==> src/rtl/xfer_worker_fsm.sv <==
// xfer_worker_fsm
// Worker state machine behind the master's start/busy/done handshake.
// One accepted start runs a burst of `len` words over a req/ack handshake.
// Each word has its own ack time-out, so a stalled peer cannot hang the master.
// All outputs come straight from registers.

module xfer_worker_fsm #(
   parameter int LEN_W       = 8,
   parameter int ACK_TIMEOUT = 1000,
   parameter int TO_W        = 16
) (
   input  logic             clk,
   input  logic             rst,
   input  logic             start,
   input  logic [LEN_W-1:0] len,
   output logic             req,
   output logic [LEN_W-1:0] addr,
   input  logic             ack,
   output logic [1:0]       state,
   output logic             busy,
   output logic             done,
   output logic             err
);

   typedef enum logic [1:0] {
      ST_IDLE  = 2'b00,
      ST_ISSUE = 2'b01,
      ST_WAIT  = 2'b10,
      ST_ERROR = 2'b11
   } state_t;

   // The counter value seen on the last allowed ack-less WAIT cycle.
   localparam logic [TO_W-1:0] TO_LAST = TO_W'(ACK_TIMEOUT - 1);

   state_t           state_r;
   logic             req_r;
   logic [LEN_W-1:0] addr_r;
   logic             busy_r;
   logic             done_r;
   logic             err_r;
   logic [LEN_W-1:0] idx_r;
   logic [LEN_W-1:0] len_r;
   logic [TO_W-1:0]  to_cnt_r;

   // Next word index, one bit wider so that the compare against the latched
   // length cannot alias when the index would reach 2^LEN_W.
   logic [LEN_W:0]   idx_nxt_s;

   // Next word index, computed at LEN_W+1 bits.
   always_comb begin
      idx_nxt_s = {1'b0, idx_r} + {{LEN_W{1'b0}}, 1'b1};
   end

   // Burst FSM: the state and every output register are updated together.
   always_ff @(posedge clk) begin
      if (rst) begin
         state_r  <= ST_IDLE;
         req_r    <= 1'b0;
         addr_r   <= {LEN_W{1'b0}};
         busy_r   <= 1'b0;
         done_r   <= 1'b1;
         err_r    <= 1'b0;
         idx_r    <= {LEN_W{1'b0}};
         len_r    <= {LEN_W{1'b0}};
         to_cnt_r <= {TO_W{1'b0}};
      end else begin
         case (state_r)
            ST_IDLE: begin
               if (start) begin
                  // Any accepted start clears the sticky error; a zero-length
                  // start completes on the spot and leaves busy/done alone.
                  err_r <= 1'b0;
                  if (len != {LEN_W{1'b0}}) begin
                     len_r   <= len;
                     idx_r   <= {LEN_W{1'b0}};
                     busy_r  <= 1'b1;
                     done_r  <= 1'b0;
                     state_r <= ST_ISSUE;
                  end
               end
            end
            ST_ISSUE: begin
               // One-cycle bubble between words: present the word, arm timer.
               addr_r   <= idx_r;
               req_r    <= 1'b1;
               to_cnt_r <= {TO_W{1'b0}};
               state_r  <= ST_WAIT;
            end
            ST_WAIT: begin
               // ack is checked first so it wins over the time-out terminal count.
               if (ack) begin
                  req_r <= 1'b0;
                  idx_r <= idx_nxt_s[LEN_W-1:0];
                  if (idx_nxt_s == {1'b0, len_r}) begin
                     busy_r  <= 1'b0;
                     done_r  <= 1'b1;
                     state_r <= ST_IDLE;
                  end else begin
                     state_r <= ST_ISSUE;
                  end
               end else begin
                  to_cnt_r <= to_cnt_r + TO_W'(1);
                  if (to_cnt_r == TO_LAST) begin
                     req_r   <= 1'b0;
                     err_r   <= 1'b1;
                     state_r <= ST_ERROR;
                  end
               end
            end
            ST_ERROR: begin
               // Report completion one cycle after the abort; err stays set.
               busy_r  <= 1'b0;
               done_r  <= 1'b1;
               state_r <= ST_IDLE;
            end
            default: begin
               state_r <= ST_IDLE;
               req_r   <= 1'b0;
               busy_r  <= 1'b0;
               done_r  <= 1'b1;
            end
         endcase
      end
   end

   assign state = state_r;
   assign req   = req_r;
   assign addr  = addr_r;
   assign busy  = busy_r;
   assign done  = done_r;
   assign err   = err_r;

endmodule
==> config.mk <==
export PLATFORM = sky130hd
export DESIGN_NAME = xfer_worker_fsm
export DESIGN_NICKNAME = d
export VERILOG_FILES = /design/src/rtl/xfer_worker_fsm.sv
export SDC_FILE = /design/constraint.sdc
export NUM_CORES = 1
export LEC_CHECK = 0
export CAP_MARGIN = 20
export CORE_ASPECT_RATIO = 0.9
export CORE_MARGIN = 2
export CORE_UTILIZATION = 40
export DETAILED_ROUTE_END_ITERATION = 12
export GPL_ROUTABILITY_DRIVEN = 0
export PLACE_DENSITY_LB_ADDON = 0.3
export SLEW_MARGIN = 20
export SYNTH_ARGS = -nofsm -noshare
export SYNTH_HDL_FRONTEND = slang
export SYNTH_SLANG_ARGS = --single-unit
export TNS_END_PERCENT = 5
==> constraint.sdc <==
create_clock -name clk -period 2.4 [get_ports clk]
set_input_delay 0.48 -clock clk [delete_from_list [all_inputs] [get_ports clk]]
set_output_delay 0.48 -clock clk [all_outputs]
set_load 0.005 [all_outputs]
---- Yosys cells after proc, flatten, opt, wreduce, memory -nomap -nowiden ----
Cells that the tools add are included.
storage, ports and cells
  flip-flop bits (word level) ............. 46
  bits of input ports ..................... 12
  output and inout port bits .............. 14
  logic and storage cells ................. 64
cells by class
  add/sub/neg operators ................... 2
  equality and inequality tests ........... 12
  mux-type cells .......................... 29
  reduce and logical (&&, ||, !) cells .... 12
operators by type and width
  operator               number
  $pmux 16 s2            1
  $mux 8                 3
  $add 16x1->16 const B  1
  $eq 16x10->1 const B   1
  $mux 16                1
  $pmux 8 s2             1
  $mux 1                 14
  $ne 2x2->1 const B     6
  $add 8x1->9 const B    1
  $eq 9x8->1             1
  $mux 2                 4
  $pmux 2 s4             1
  $reduce_and 4->1       2
  $reduce_bool 8->1      1
  $pmux 1 s3             2
  $reduce_and 3->1       2
  $reduce_and 5->1       1
  $eq 2x2->1 const B     2
  $pmux 1 s2             2
  $reduce_and 2->1       2
  $reduce_bool 2->1      2
  $ne 3x3->1 const B     1
  $reduce_bool 3->1      1
  $eq 2x1->1 const B     1
  $logic_not 2->1        1

---- Depth between registers and ports, before layout ----
Gate-level depths: netlist (run 1).
  depth after elaboration ................. 5
  gate-level depth with buffers ........... 7
  mapped depth without buffers ............ 6

---- Worst setup path before layout (run 1) ----
Ideal clock, no wire load.
  kind .................................... flip-flop to flip-flop
  from .................................... register idx_r[0]
  to ...................................... register busy_r, in the netlist busy
  setup time .............................. 0.131 ns
  data arrival time ....................... 1.770 ns
  data required time ...................... 2.269 ns
  slack ................................... 0.499 ns
  cell stages (with the launch flop) ...... 8
  buffers on the path ..................... 1
  clock period less this slack ............ 1.901 ns
  cells stage by stage .................... dfxtp_1 -> ha_1 -> clkbuf_1 -> nand4_1 -> xor2_1 -> o211ai_1 -> a2111oi_4 -> o21ai_0
between the ends
  word-level cells in the longest chain between the ends .. 4
ends and longest elaborated chain
  what                        RTL line  source
  start, declared             41        logic [LEN_W-1:0] idx_r;
  start signal, assigned      63        idx_r <= {LEN_W{1'b0}};
  start signal, assigned      75        idx_r <= {LEN_W{1'b0}};
  start signal, assigned      93        idx_r <= idx_nxt_s[LEN_W-1:0];
  $add 8x1->9                 51        idx_nxt_s = {1'b0, idx_r} + {{LEN_W{1'b0}}, 1'b1};
  $eq 9x8->1                  94        if (idx_nxt_s == {1'b0, len_r}) begin
  $ne 2x2->1 (no line)        n/a
  $reduce_and 5->1 (no line)  n/a
  end signal, assigned        60        busy_r <= 1'b0;
  end signal, assigned        95        busy_r <= 1'b0;
  end signal, assigned        112       busy_r <= 1'b0;
  end, declared               38        logic busy_r;
No other way between the ends.
A chain may end at the register's enable or synchronous reset.

---- Worst setup path in the final report (run 1) ----
  from .................................... register idx_r[1]
  to ...................................... register busy_r, in the netlist busy
Same word-level chain as after synthesis.

==> results.md, run 1 <==
- CTS tree: yes
- Register area: slightly above 900 um2
- Yosys warnings: 0
- Maximum Capacitance Violations: 0
- EDFF count, synth: 0
- Slowest stage cell, crit path: a2111oi_4
- Inst Count DP: between 300 and 400
- Sw Share: 0.257
- Critical path startpoint category: flop
- H-tree Lvls: 2
- Setup Skew: slightly below 0.006 ns
- Hold slack final: around 0.46 ns
- Sequential fraction of the synthesis area: 0.406
- Outcome: completed
- Final setup margin: around 0.25 ns
- Total Routing Usage GR: 0.180
- Syn_area_per_cell: 8.22 um2
- # hold bufs at CTS: 0
- # DRC: 0
- Hold Violations, Final: 0
- CP Max Fanout: 8
- Total grt overflow: 0
- Post-route minimum period: between 2 and 2.5 ns
- Main synth FF type: dfxtp_1
- TNS Setup: 0 ns
- DR vias: 2046
- Setup crit end kind: flop
- CTS-repair resized insts: 0
- Vias per inst: between 5 and 6
- Die Y: ~75 um
- WL final: ~5300 um
- Antenna diode count: 0
- Net Switching: 0.000387 W
- Nets@finish: 320
- First-iteration detailed-routing DRC count: roughly 140
- Pre-CTS setup slack: around 0.084 ns
- Clk Latency, worst-skew pair: approximately 0.31 ns
- Mapped Area: 2270 um2
- Die Wd: approximately 83 um
- Critical path's largest stage delay: 0.48 ns
- Worst path buffer plus inverter count: 0
- Internal: about 0.0011 W
- I/O pin count: 26
- Clock Path Buffers: 2
- Leak: around 0.93 nW
- Clk slew on worst S/H paths: roughly 0.08 ns
- Leading area contributor after synthesis: dfxtp_1
- ANT nets after route: 0
- Synth area leaders: dfxtp_1 41%, nor2_1 6.6%, a21oi_1 5.3%
- First-pass DRT Iterations: 4
- Synth-to-Final Area Change: 20.3%
- WS Path Type: reg -> reg
- Fillers: 552
- WP data required: around 2.6 ns
- Slew HR: 0.616
- Pin count of the biggest net entering global routing: 21
- Area of the multi-input gates: roughly 1300 um2
- R2r setup slk: roughly 0.25 ns
- Cells after Synth: ~280
- Core ar.: 5560 um2
- Critical path arrival: 2.33 ns
- Initial Util: 0.408
- Cell variety after synth: between 40 and 50
- Initial antenna violation count: 0
- Fin crit share: 0.897
- Worst Max-Slew Pin Slew: roughly 0.58 ns
- IO Port Bufs: 25
- Hpwl dp: approximately 4000 um
- Critical-path cell list: ha_1 -> nand4_1 -> xor2_1 -> o211ai_1 -> a2111oi_4 -> o21ai_0
- Die area: 6290 um2
- Clock root cell: clkbuf_8
- Number of global-route vias before repair: 1883
- CTS Sinks: 46
- Pins Over Slew Limit: 0
- Share of the synthesized area in the top cell type: 0.406
- Setup-failing EPs final: 0
- Fmax: approximately 460 MHz
- Fraction of layout cells with a size suffix above 1: 0.104
- RSZ-0062 raised after global routing: false
- Post-CTS Setup Bufs: 0
- Drt wl/cell: 14.0 um
- TritonCTS Buffers: 5
- CP top delay family: compound AO/OA/AOI/OAI gates
- Worst Hold Class: reg -> reg
- #FFs+latches synth: 46
- Sequential power share: 0.538
- Combinational power share: 0.131
- Worst VDD drop: between 0.3 and 0.4 mV
- Clk pwr share: 0.331
- Post-Layout Cell Count: around 380
- Share of synthesized flip-flops with an asynchronous set or reset: 0
- Pwr per Cell Area: approximately 550 nW/um2
- Core Rows: 26
- First-pass GRT wire length: 9050 um
- Syn_nets: 290
[cells in the mapped netlist, types with 2 or more instances]
cell type	number
nor4_1	4
nand4_1	5
ha_1	2
o21ai_0	12
nand2b_1	4
and3_1	2
inv_1	4
buf_2	4
xor2_1	4
a31oi_1	3
nand2_1	32
xnor2_1	12
a311oi_1	2
mux2i_1	9
nand3_1	8
nor3_1	9
and4_1	2
or3_1	3
a21oi_1	24
nor2b_1	2
clkbuf_1	10
nor2_1	40
nand3b_1	6
o21a_1	2
mux2_2	3
and2_1	3
o211ai_1	3
dfxtp_1	46
[stage by stage]
stage | util | cell area (um2) | total power, W
final | 0.491 | 2730 | 0.00150
after global routing | 0.491 | 2730 | 0.00157
after CTS | 0.491 | 2730 | 0.00152
after detailed placement | 0.475 | 2640 | 0.00102
after global placement | 0.475 | 2640 | 0.00102
after floorplan | - | 2270 | 0.000934
[cell families after synthesis]
kind of cell               after synthesis  synth area share
AOI/OAI and AO/OA                       52             0.145
xor gates and xnor gates                16            0.0617
adders and majority gates                2            0.0110
buffers and inverters                   19            0.0353
DFF                                     46             0.406
muxes                                   12            0.0546
and+or+nand+nor                        129             0.287
[layout by cell type, fill, tap and decap left out, drive strengths merged, types with 2 or more instances in the layout]
cell type,n
a21oi,24
a311oi,2
a31oi,3
and2,4
and3,2
and4,2
buf,13
clkbuf,7
clkdlybuf4s50,25
dfxtp,46
ha,2
inv,4
mux2,3
mux2i,9
nand2,32
nand2b,4
nand3,9
nand3b,6
nand4,5
nor2,40
nor2b,2
nor3,9
nor4,4
o211ai,3
o21a,2
o21ai,12
or3,4
xnor2,12
xor2,4
[layer usage]
metal | vias to the layer above | global-route usage | part of all wire
met2 | 41 | 0.283 | 0.44
met4 | 0 | 0.0783 | 0.018
li1 | 1030 | - | -
met3 | 9 | 0.0401 | 0.040
met5 | - | 0 | 0
met1 | 966 | 0.243 | 0.50
[power by group through the flow]
stage | clock network (W) | registers [W] | logic, W
4_1_cts | 0.000510 | 0.000809 | 0.000198
3_5_place_dp | 0 | 0.000826 | 0.000197
5_1_grt | 0.000537 | 0.000813 | 0.000217
2_1_floorplan | 0 | 0.000817 | 0.000117
3_3_place_gp | 0 | 0.000826 | 0.000194
6_report | 0.000497 | 0.000809 | 0.000197
[final timing paths]
kind | cells past startpoint | end | startpoint
worst max-delay path | 6 | busy$_SDFFE_PP0P_ | idx_r[1]$_SDFFE_PP0P_
worst min-delay path | 2 | addr[3]$_SDFFE_PP0P_ | addr[3]$_SDFFE_PP0P_
worst max register to register | 6 | busy$_SDFFE_PP0P_ | idx_r[1]$_SDFFE_PP0P_
worst min register to register | 2 | addr[3]$_SDFFE_PP0P_ | addr[3]$_SDFFE_PP0P_
[worst min-delay path, cell delays in order, from the launching register on]
cell,delay [ns]
dfxtp_1,0.32
nand2_1,0.05
a21oi_1,0.05
[sequential cells by signal, summed over array words and instances, names as in the netlist]
register / count
addr: 8
state: 2
done: 1
busy: 1
to_cnt_r: 16
idx_r: 8
len_r: 8
req: 1
err: 1
[cell type report]
type	count	share of cell area
Tap cell	70	0.0321
Timing Repair Buffer	38	0.127
Sequential cell	46	0.337
Multi-Input combinational cell	211	0.464
Inverter	4	0.00550
Clock inverter	1	0.00183
Clock buffer	7	0.0316
Note: power is estimated with default switching activity, not from simulation.
==> inputs of run 2 (changes only) <==
--- a/config.mk
+++ b/config.mk
@@ -5,12 +5,14 @@
 export SDC_FILE = /design/constraint.sdc
 export NUM_CORES = 1
 export LEC_CHECK = 0
+export ABC_AREA = 1
 export CAP_MARGIN = 20
 export CORE_ASPECT_RATIO = 0.9
 export CORE_MARGIN = 2
 export CORE_UTILIZATION = 40
 export DETAILED_ROUTE_END_ITERATION = 12
 export GPL_ROUTABILITY_DRIVEN = 0
+export GPL_TIMING_DRIVEN = 0
 export PLACE_DENSITY_LB_ADDON = 0.3
 export SLEW_MARGIN = 20
 export SYNTH_ARGS = -nofsm -noshare
==> run 2 against run 1 <==
Compared with the run above: cell area fell by 0.64%; synthesized area rose by 1.3%; hold slack improved by 0.0090 ns; register-to-register slack improved by 0.35 ns; synthesized cell count rose by 17%; critical path type is now in -> reg; total power rose by 20%.
==> results.md, run 2 <==
- Outcome: completed
- Slowest stage cell, crit path: clkdlybuf4s50_1
- RSZ-0062 raised after global routing: false
- Total Routing Usage GR: 0.179 (-0.00117)
- Core ar.: 5630 um2 (+1.2%)
- Maximum Capacitance Violations: 0 (unchanged)
- Setup-failing EPs final: 0 (unchanged)
- Worst path buffer plus inverter count: 3 (+3)
- First-pass GRT wire length: 9390 um (+3.7%)
- CP top delay family: simple AND/OR/NAND/NOR gates
- Cells after Synth: 324 (+17%)
- Yosys warnings: 0 (unchanged)
- Clk slew on worst S/H paths: 0.08 ns (about the same)
- CP Max Fanout: 10 (+2)
- Worst Min Path Start: len_r[1]$_SDFFE_PP0P_
- EDFF count, synth: 0 (unchanged)
- Leading area contributor after synthesis: dfxtp_1
- Core Rows: 26 (unchanged)
- Synth area leaders: dfxtp_1 40%, nand2_1 9.3%, inv_1 7.3%
- Pins Over Slew Limit: 0 (unchanged)
- Hold Violations, Final: 0 (unchanged)
- Cell variety after synth: 34 (-23%)
- Main synth FF type: dfxtp_1
- Worst Max-Slew Pin Slew: 0.517 ns (-0.0584 ns)
- WP data required: 2.61 ns (+0.03 ns)
- Post-route cell area: 2710 um2 (-0.64%)
- First-iteration detailed-routing DRC count: 200 (+42%)
- Worst Hold Class: reg -> reg
- Max FFs per register: 16 (unchanged)
- Setup crit end kind: flop
- Die area: 6370 um2 (+1.3%)
- Critical path startpoint category: input pin
- Number of global-route vias before repair: 2034 (+8.0%)
- Hold Path Depth: 2 (unchanged)
- Share of the synthesized area in the top cell type: 0.400 (-0.00530)
- Launching point of the worst reg2reg path: idx_r[1]$_SDFFE_PP0P_
- Sw Share: 0.315 (+0.0579)
- Die Y: 75.9 um (+0.63%)
- Fillers: 550 (-0.36%)
- Pwr per Cell Area: 666 nW/um2 (+21%)
- # DRC: 0 (unchanged)
- Critical path arrival: 2.19 ns (-0.14 ns)
- Fmax: 504 MHz (+8.6%)
- WL final: 5470 um (+3.3%)
- Syn_nets: 338 (+17%)
- Count leader, synth: nand2_1
- Area of the multi-input gates: 1160 um2 (-8.6%)
- IO Port Bufs: 25 (unchanged)
- Sequential fraction of the synthesis area: 0.400 (-0.00530)
- Pin count of the biggest net entering global routing: 13 (-38%)
- Most frequent cells in the layout: 57 x nand2_1, 46 x dfxtp_1, 45 x inv_1
- Synth-to-Final Area Change: 18.0%
- Critical-path cell list: clkdlybuf4s50_1 -> nor2_1 -> nand4_1 -> nand3_1 -> nand2_1 -> inv_1 -> buf_6 -> a21oi_1 -> a211oi_1
- Die Wd: 83.9 um (+0.63%)
- Inst Count DP: 419 (+14%)
- ANT nets after route: 0 (unchanged)
- Mapped Area: 2300 um2 (+1.3%)
- Post-route minimum period: 1.98 ns (-0.170 ns)
- Worst reg-to-reg path cell count: 12 (+6)
- Syn_area_per_cell: 7.10 um2 (-14%)
- Initial antenna violation count: 0 (unchanged)
- Hpwl dp: 4200 um (+8.0%)
- Net Switching: 0.000570 W (+47%)
- CTS Sinks: 46 (unchanged)
- WS Path Type: in -> reg
- Min-Delay Endpoint: len_r[1]$_SDFFE_PP0P_
- Initial Util: 0.409 (+0.000619)
- Largest Register: to_cnt_r
- Vias per inst: 5.17 (-4.8%)
- CTS-repair resized insts: 0 (unchanged)
- Leak: 1.05 nW (+13%)
- Post-Layout Cell Count: 426 (+13%)
- Share of synthesized flip-flops with an asynchronous set or reset: 0 (unchanged)
- TritonCTS Buffers: 5 (unchanged)
- Clock root cell: clkbuf_8
- Register area: 921 um2 (unchanged)
- I/O pin count: 26 (unchanged)
- Nets@finish: 370 (+16%)
- H-tree Lvls: 2 (unchanged)
- Drt wl/cell: 12.8 um (-8.6%)
- Fin util: 0.482 (-0.00879)
- Worst VDD drop: 0.359 mV (+4.2%)
- Slew HR: 0.655 (+0.0389)
- Sequential power share: 0.495 (-0.043)
- Placed Instance Area: 2640 um2 (about the same)
- Fin crit share: 0.826 (-0.0710)
- Top cells by count, synth: 57 x nand2_1, 46 x dfxtp_1, 45 x inv_1
- Setup Skew: 0.00473 ns (-0.00122 ns)
- # hold bufs at CTS: 0 (unchanged)
- Fraction of layout cells with a size suffix above 1: 0.0646 (-0.0396)
- #FFs+latches synth: 46 (unchanged)
- Post-CTS Setup Bufs: 0 (unchanged)
- Clock Path Buffers: 2 (unchanged)
- TNS Setup: 0 ns (unchanged)
- Critical path's largest stage delay: 0.41 ns (-0.07 ns)
- Hold slack final: 0.467 ns (+0.00896 ns)
- Clk Latency, worst-skew pair: 0.29 ns (-0.02 ns)
- Antenna diode count: 0 (unchanged)
- CTS tree: yes
- First-pass DRT Iterations: 4 (unchanged)
- Most common cell after layout, fill and taps aside: nand2_1
- Internal: 0.00124 W (+11%)
- R2r endpoint: busy$_SDFFE_PP0P_
- DR vias: 2202 (+7.6%)
- Total grt overflow: 0 (unchanged)
- Combinational power share: 0.253 (+0.122)
- Clk pwr share: 0.251 (-0.080)
- R2r setup slk: 0.60 ns (+0.35 ns)
run 2: cell count changes after synthesis, moves of 7 or more:
cell      delta
inv_1       +41
nand2_1     +25
nand3_1     +21
o21ai_0     +15
xnor2_1     -11
nor2_1      -10
mux2i_1      -9
a21oi_1      +8
clkbuf_1     -7
run 2: final cells by class:
cell class                      instances  share of cell area
Clock buffer                            7              0.0281
Tap cell                               70              0.0323
Sequential cell                        46               0.339
Inverter                               46              0.0636
Timing Repair Buffer                   25              0.0922
Multi-Input combinational cell        225               0.427
Buffer                                  7              0.0171
run 2: worst max-delay path by stage:
stage	from	endpoint	slack [ns]	depth (start not counted)
5_1_grt	len[5]	idx_r[7]$_SDFFE_PP0P_	0.19	9
2_1_floorplan	idx_r[1]$_SDFFE_PP0P_	busy$_SDFFE_PP0P_	0.88	14
3_5_place_dp	len[5]	idx_r[0]$_SDFFE_PP0P_	0.12	9
3_3_place_gp	len[5]	idx_r[0]$_SDFFE_PP0P_	0.16	9
4_1_cts	len[5]	idx_r[0]$_SDFFE_PP0P_	0.42	9
6_report	len[5]	idx_r[0]$_SDFFE_PP0P_	0.42	9
run 2: per-stage QoR:
stage	setup slack (ns)	total power, W
after floorplan	0.880	0.00119
after global placement	0.164	0.00136
after detailed placement	0.118	0.00137
after CTS	0.422	0.00182
after global routing	0.190	0.00192
final	0.418	0.00181
run 2: worst min-delay path, cell delays in order, from the launching register on:
cell and delay (ns):
dfxtp_1 0.33, inv_1 0.05, a21oi_1 0.05
run 2: power by group through the flow:
stage | clock network (W) | logic [W] | registers [W]
after global routing | 0.000499 | 0.000512 | 0.000909
after CTS | 0.000463 | 0.000458 | 0.000896
after floorplan | 0 | 0.000283 | 0.000904
final | 0.000455 | 0.000458 | 0.000896
after global placement | 0 | 0.000451 | 0.000912
after detailed placement | 0 | 0.000456 | 0.000914
run 2: cell families after synthesis:
family / after synthesis / synth area share
buffers and inverters: 53 / 0.0952
adders and majority gates: 2 / 0.0109
and+or+nand+nor: 141 / 0.292
xor gates and xnor gates: 3 / 0.0114
DFF: 46 / 0.400
AOI/OAI and AO/OA: 79 / 0.190
run 2: per-layer routing:
layer  GRT usage  wire [um]
met3      0.0370        229
met5           0          0
met4      0.0484         74
met2       0.274       2380
met1       0.256       2780
